**config.mk**
```make
export PLATFORM = sky130hd
export DESIGN_NAME = bin2oht_stream
export DESIGN_NICKNAME = d
export VERILOG_FILES = /design/src/rtl/bin2oht_stream.sv
export SDC_FILE = /design/constraint.sdc
export NUM_CORES = 1
export LEC_CHECK = 0
export BUFFER_PORTS_ARGS = -buffer_cell sky130_fd_sc_hd__buf_2
export CORE_ASPECT_RATIO = 0.9
export CORE_MARGIN = 4
export CORE_UTILIZATION = 43
export CTS_CLUSTER_SIZE = 10
export DETAILED_ROUTE_END_ITERATION = 10
export HOLD_SLACK_MARGIN = 0.02
export PLACE_DENSITY = 0.85
export REMOVE_ABC_BUFFERS = 1
export SYNTH_ARGS = -nofsm -noshare
export SYNTH_HDL_FRONTEND = slang
export SYNTH_SLANG_ARGS = --single-unit
export TNS_END_PERCENT = 100
```
**constraint.sdc**
```tcl
create_clock -name clk -period 1.1 [get_ports clk]
set_input_delay 0.11 -clock clk [delete_from_list [all_inputs] [get_ports clk]]
set_output_delay 0.11 -clock clk [all_outputs]
set_load 0.01 [all_outputs]
```
**src/rtl/bin2oht_stream.sv**
```systemverilog
// Registered valid/ready binary-to-one-hot decoder; MODE=1 ORs a packet of beats into one mask.
// Optional feature macro: BIN2OHT_STREAM_ERR_EN adds the registered o_err flag.
module bin2oht_stream #(
    parameter  int WIDTH     = 16,
    parameter  int SPLIT     = 4,
    parameter  int MODE      = 0,
    localparam int WIDTH_LOG = $clog2(WIDTH)
) (
    input  logic                 clk,
    input  logic                 rst_n,
    input  logic                 i_vld,
    output logic                 i_rdy,
    input  logic [WIDTH_LOG-1:0] i_bin,
    input  logic                 i_lst,
    output logic                 o_vld,
    input  logic                 o_rdy,
    output logic [WIDTH-1:0]     o_oht
`ifdef BIN2OHT_STREAM_ERR_EN
    ,
    output logic                 o_err
`endif
);
    localparam int NGRP = (WIDTH + SPLIT - 1) / SPLIT;
    localparam int BW   = WIDTH_LOG + 1;

    logic [BW-1:0]    bin_x;
    logic [NGRP-1:0]  grp_hit;
    logic [WIDTH-1:0] dec;
    logic             in_xfer, out_xfer;
    logic             vld_q, vld_d;
    logic [WIDTH-1:0] oht_q, oht_d, acc_q, acc_d;

    assign bin_x = {1'b0, i_bin};

    // Two-level decode: a group range select, then the offset inside the group.
    // Indices past WIDTH hit no generated bit and fall out as all zeros.
    for (genvar g = 0; g < NGRP; g++) begin : g_grp
        localparam logic [BW-1:0] LO = BW'(g * SPLIT);
        localparam logic [BW-1:0] HI = BW'(g * SPLIT + SPLIT);
        assign grp_hit[g] = (bin_x >= LO) && (bin_x < HI);
        for (genvar j = 0; j < SPLIT; j++) begin : g_bit
            if (g * SPLIT + j < WIDTH) begin : g_on
                assign dec[g*SPLIT+j] = grp_hit[g] && ((bin_x - LO) == BW'(j));
            end
        end
    end

    assign i_rdy    = ~vld_q | o_rdy;
    assign in_xfer  = i_vld & i_rdy;
    assign out_xfer = vld_q & o_rdy;
    assign o_vld    = vld_q;
    assign o_oht    = oht_q;

    // acc only ever collects bits in MODE=1; in MODE=0 it stays zero so oht loads dec directly.
    always_comb begin
        vld_d = vld_q;
        oht_d = oht_q;
        acc_d = acc_q;
        if (out_xfer) vld_d = 1'b0;
        if (in_xfer) begin
            if (MODE == 0 || i_lst) begin
                oht_d = acc_q | dec;
                vld_d = 1'b1;
                acc_d = '0;
            end else begin
                acc_d = acc_q | dec;
            end
        end
    end

    always_ff @(posedge clk or negedge rst_n) begin
        if (!rst_n) begin
            vld_q <= 1'b0;
            oht_q <= '0;
            acc_q <= '0;
        end else begin
            vld_q <= vld_d;
            oht_q <= oht_d;
            acc_q <= acc_d;
        end
    end

`ifdef BIN2OHT_STREAM_ERR_EN
    logic oor, dup, err_q, err_d, aerr_q, aerr_d;

    assign oor   = (bin_x >= BW'(WIDTH));
    assign dup   = |(acc_q & dec);
    assign o_err = err_q;

    // aerr_q is the sticky per-packet flag; it travels alongside acc.
    always_comb begin
        err_d  = err_q;
        aerr_d = aerr_q;
        if (in_xfer) begin
            if (MODE == 0 || i_lst) begin
                err_d  = aerr_q | oor | dup;
                aerr_d = 1'b0;
            end else begin
                aerr_d = aerr_q | oor | dup;
            end
        end
    end

    always_ff @(posedge clk or negedge rst_n) begin
        if (!rst_n) begin
            err_q  <= 1'b0;
            aerr_q <= 1'b0;
        end else begin
            err_q  <= err_d;
            aerr_q <= aerr_d;
        end
    end
`endif

endmodule

```
### Yosys cells after proc, flatten, opt, wreduce, memory -nomap -nowiden

Index checks and enable logic that the tools add are counted.

| storage, ports and cells | value |
|---|---|
| word-level logic and storage cells | 56 |
| memory bits (writable) | 0 |
| bits in read-only memories | 0 |
| register bits | 17 |
| memories kept | 0 |
| latch bits | 0 |
| output and inout port bits | 18 |
| bits of input ports | 9 |

| cells by class | value |
|---|---|
| div/mod/pow operators | 0 |
| shift-type cells | 0 |
| order comparisons | 8 |
| reductions and logical operators | 25 |
| $mul | 0 |
| equality and inequality tests | 12 |
| $add $sub $neg | 3 |
| bitwise operators | 4 |
| mux-type cells | 2 |

Operators by type and width:

| cell | number |
|---|---|
| == test 5 x 2 -> 1 bit, second input constant | 6 |
| logical AND 1 bit | 20 |
| zero test 5 bit | 4 |
| == test 5 x 1 -> 1 bit, second input constant | 3 |
| subtractor 4 x 4 -> 5 bit, second input constant | 2 |
| == test 4 x 2 -> 1 bit, second input constant | 2 |
| greater-or-equal comparator 4 bit, second input constant | 2 |
| less-than comparator 4 bit, second input constant | 2 |
| less-than comparator 4 x 5 -> 1 bit, second input constant | 1 |
| subtractor 4 x 3 -> 5 bit, second input constant | 1 |
| == test 4 x 1 -> 1 bit, second input constant | 1 |
| greater-or-equal comparator 4 x 1 -> 1 bit, second input constant | 1 |
| greater-or-equal comparator 4 x 3 -> 1 bit, second input constant | 1 |
| less-than comparator 4 x 3 -> 1 bit, second input constant | 1 |
| bitwise AND 1 bit | 2 |
| two-way mux 1 bit | 2 |
| nonzero test 2 bit | 1 |
| inverter 1 bit | 1 |
| bitwise OR 1 bit | 1 |

### Logic depth before layout (Yosys ltp)

| depth | value |
|---|---|
| depth in word-level cells | 4 |
| gate-level depth with buffers | 4 |
| gate-level depth less buffers | 3 |

### Least setup slack after synthesis

Ideal clock, no wire load.

| timing | value |
|---|---|
| kind | reg2reg |
| from | register vld_q (netlist: o_vld) |
| to | register oht_q[0] (netlist: o_oht[0]) |
| library setup time | 0.125 ns |
| data required time | 0.975 ns |
| setup slack | -0.080 ns |
| path buffers | 1 |
| stages on the path, launching flop included | 5 |
| arrival | 1.055 ns |
| clock period less this slack | 1.180 ns |
| path through | dfrtp_1 nand2b_4 nand2_4 buf_12 mux2_4 |

| between the ends | value |
|---|---|
| cells in the longest elaborated chain, start to end | 3 |

Ends and longest elaborated chain:

| what | RTL line | source |
|---|---|---|
| start: declaration | 30 | `logic vld_q, vld_d;` |
| start signal: assignment | 77 | `vld_q <= vld_d;` |
| inverter 1 bit | 48 | `assign i_rdy = ~vld_q \| o_rdy;` |
| bitwise OR 1 bit | 48 |  |
| via i_rdy | 12 | `output logic i_rdy,` |
| bitwise AND 1 bit | 49 | `assign in_xfer = i_vld & i_rdy;` |
| end signal: assignment | 78 | `oht_q <= oht_d;` |
| end: declaration | 31 | `logic [WIDTH-1:0] oht_q, oht_d, acc_q, acc_d;` |

The timed path passes the listed nets, and every way through them passes these cells.
A chain may end at the register's enable or synchronous reset.

### Worst setup path after layout

| timing | value |
|---|---|
| from | register vld_q (netlist: o_vld) |
| to | output i_rdy |

| between the ends | value |
|---|---|
| cells in the longest elaborated chain, start to end | 2 |

Ends and longest elaborated chain:

| what | RTL line |
|---|---|
| inverter 1 bit | 48 |
| bitwise OR 1 bit | 48 |
| end: declaration | 12 |

No other way between the ends.

==> run metrics <==
largest family of logic cells by synthesized area=multiplexers; Mapped Cells=59; IO buf count=25; clock share of power=between 20% and 30%; Skew-Pair Late Insertion Delay=roughly 290 ps; footprint of the multi-input gates=362 µm²; Tcrit/Tclk final=101%; worst r2r dst=o_oht[15]; XOR/XNOR Fraction of Synth Area=0%; Final WS setup=-13.0 ps; final-stage net count=~100; number of routed nets with antenna violations=0; fin crit period=1110 ps; crit end category=primary output; DR DRC count=0; Worst Hold Endpoint=o_vld; Leak=0.547 nW; Final Hold Violating Endpoints=0; VDD IR max=roughly 0.76 mV; DP HPWL=between 1000 and 1500 µm; Final Util=58.0%; Hold Crit Class=in -> reg; FF-to-FF path depth=3; Num CTS Buffers=3; first-pass GRT wire length=between 2000 and 3000 µm; area grow syn2layout=24.8%; placed cells=108; RSZ-0062 raised after global routing=true; Max clock buf depth=2; Worst Tran Pin Value=373 ps; sw power=0.000305 W; Crit. Startpoint=o_vld; CP startpoint kind=flip-flop; R2R Path Start=o_vld; Placer Congestion=0.824; Hold WS=~98 ps; post-synth cell types=12; # diodes=0; reg2reg setup slack=0 ps; share of cells above drive strength 1=a little over half; WL final=between 1000 and 1500 µm; Avg WL per Cell=~13 µm; Ys Warns=0; # fillers=around 160; fraction of power spent switching nets=25.4%; Chip Width=53.4 µm; Vias/cell=4.74; Synth Area in Compound Gates=0%; cell area power density=about 1200 nW/µm²; startpoint of the tightest hold check path=i_vld; Initial Utilization=between 40% and 50%; via count=536; Max Fclk=between 0.8 and 0.9 GHz; WHS Path Cells=2; Mean Syn Cell Area=13.5 µm²; CTS clock-pin slew for the worst setup and hold paths=around 90 ps; CTS H-tree depth=1; Die Y-Extent=a little under 50 µm; Critical Path AT=1000 ps; register area=between 400 and 500 µm²; Core ar.=1720 µm²; DR pass1 iterations=2; commonest non-fill, non-tap cells in the layout=24 x buf_2, 17 x dfrtp_1, 10 x mux2_4; 1st-iter DRT viols=5; mux cell area share after synthesis=a little over a quarter; Comb power frac=17.1%; die area=about 2600 µm²; Tot Pwr=~0.0012 W; root buf cell=clkbuf_4; run status=complete, but fails checks; IO Count=27; simple-gate share of the synthesized area=16.9%; critical-path maximum fanout=2; post-synthesis sequential area ratio=around 53%; antenna violations before repair=0; Rows=14; vias in the first global route=~570; Synth area leader=dfrtp_1; Rel. slew slack=roughly 75%; CTS tree=yes; total global-route track usage=13.7%; pre-CTS setup slack=-73.3 ps; Synth Cell Area=roughly 800 µm²; kind of critical path=reg -> out; sequential power share=approximately 56%; max-cap viol count=0; failing checks=setup timing; Finished Layout Cells=113; setup repair bufs after CTS=0; Num Clock Sinks=17; Internal=roughly 0.0009 W; most common cell after layout, fill and taps aside=buf_2; CP required=990 ps; final setup fails=3; top cell type's share of synthesized area=a little over half; Synth area leaders=dfrtp_1 53%, mux2_4 19%, mux2_2 8.5%; Yosys reg bits=17; Max Slew Vio Count=0; largest net degree at the start of global routing=18; Synth Area in Adders=0%; Setup Skew=~2.9 ps; GRT overflow=0
cells in the mapped netlist:
| master | instances |
|---|---|
| nand2_4 | 1 |
| mux2_4 | 10 |
| nor2_1 | 9 |
| nand2b_4 | 1 |
| dfrtp_1 | 17 |
| nor3_1 | 6 |
| buf_12 | 1 |
| nand2b_1 | 4 |
| or2b_1 | 1 |
| mux2_2 | 6 |
| nand2_1 | 2 |
| nor4_1 | 1 |
timing repair:
item                       4_1_cts  5_1_grt
hold endpoints to repair        17        0
pin swaps                        1        0
hold buffers                     1        0
gates cloned                     0        0
setup endpoints to repair       17       17
resized for setup                3        0
kinds of logic after synthesis:
group / count (synthesis)
DFF: 17
and+or+nand+nor: 25
muxes: 16
buffers and inverters: 1
through the flow:
step / cell area, µm² / setup TNS, ps
after floorplan: 778 / -969
after global placement: 941 / -260
after detailed placement: 941 / -580
after CTS: 996 / -74.3
after global routing: 996 / -417
final: 996 / -14.1
power groups by stage:
stage,clock network (W),logic [W],registers (W)
after floorplan,0,0.0000934,0.000699
after global placement,0,0.000190,0.000682
after detailed placement,0,0.000195,0.000684
after CTS,0.000338,0.000209,0.000672
after global routing,0.000370,0.000225,0.000676
final,0.000325,0.000205,0.000671
critical path, stage by stage (launching register included):
cell,delay (ps)
dfrtp_1,410
nand2b_4,110
buf_6,100
buf_6,90
how the worst max path moves through the flow:
stage,endpoint,slack (ps),cells after the start
3_5_place_dp,o_oht[15],-70,3
3_3_place_gp,o_oht[10],-40,3
2_1_floorplan,o_oht[10],-80,3
6_report,i_rdy,-10,3
5_1_grt,i_rdy,-60,3
4_1_cts,i_rdy,-30,3
final cells by class:
type                    instances  area share (%)
clock buffers                   4            2.64
repair buffers                 27            15.3
flip-flops and latches         17            42.7
multi-input cells              41            36.3
well taps                      24            3.02
routing by layer:
| layer | global-route usage [%] | vias up | wire length (µm) |
|---|---|---|---|
| li1 | - | 262 | - |
| met1 | 15.9 | 254 | 645 |
| met2 | 22.2 | 18 | 712 |
| met3 | 4.59 | 2 | 100 |
| met4 | 6.38 | 0 | 28 |
| met5 | 0 | - | 0 |
sequential cells by signal (all words and copies together), names as in the netlist:
register and cells:
o_vld 1, o_oht 16
No activity file was read; power rests on OpenSTA's default activity.
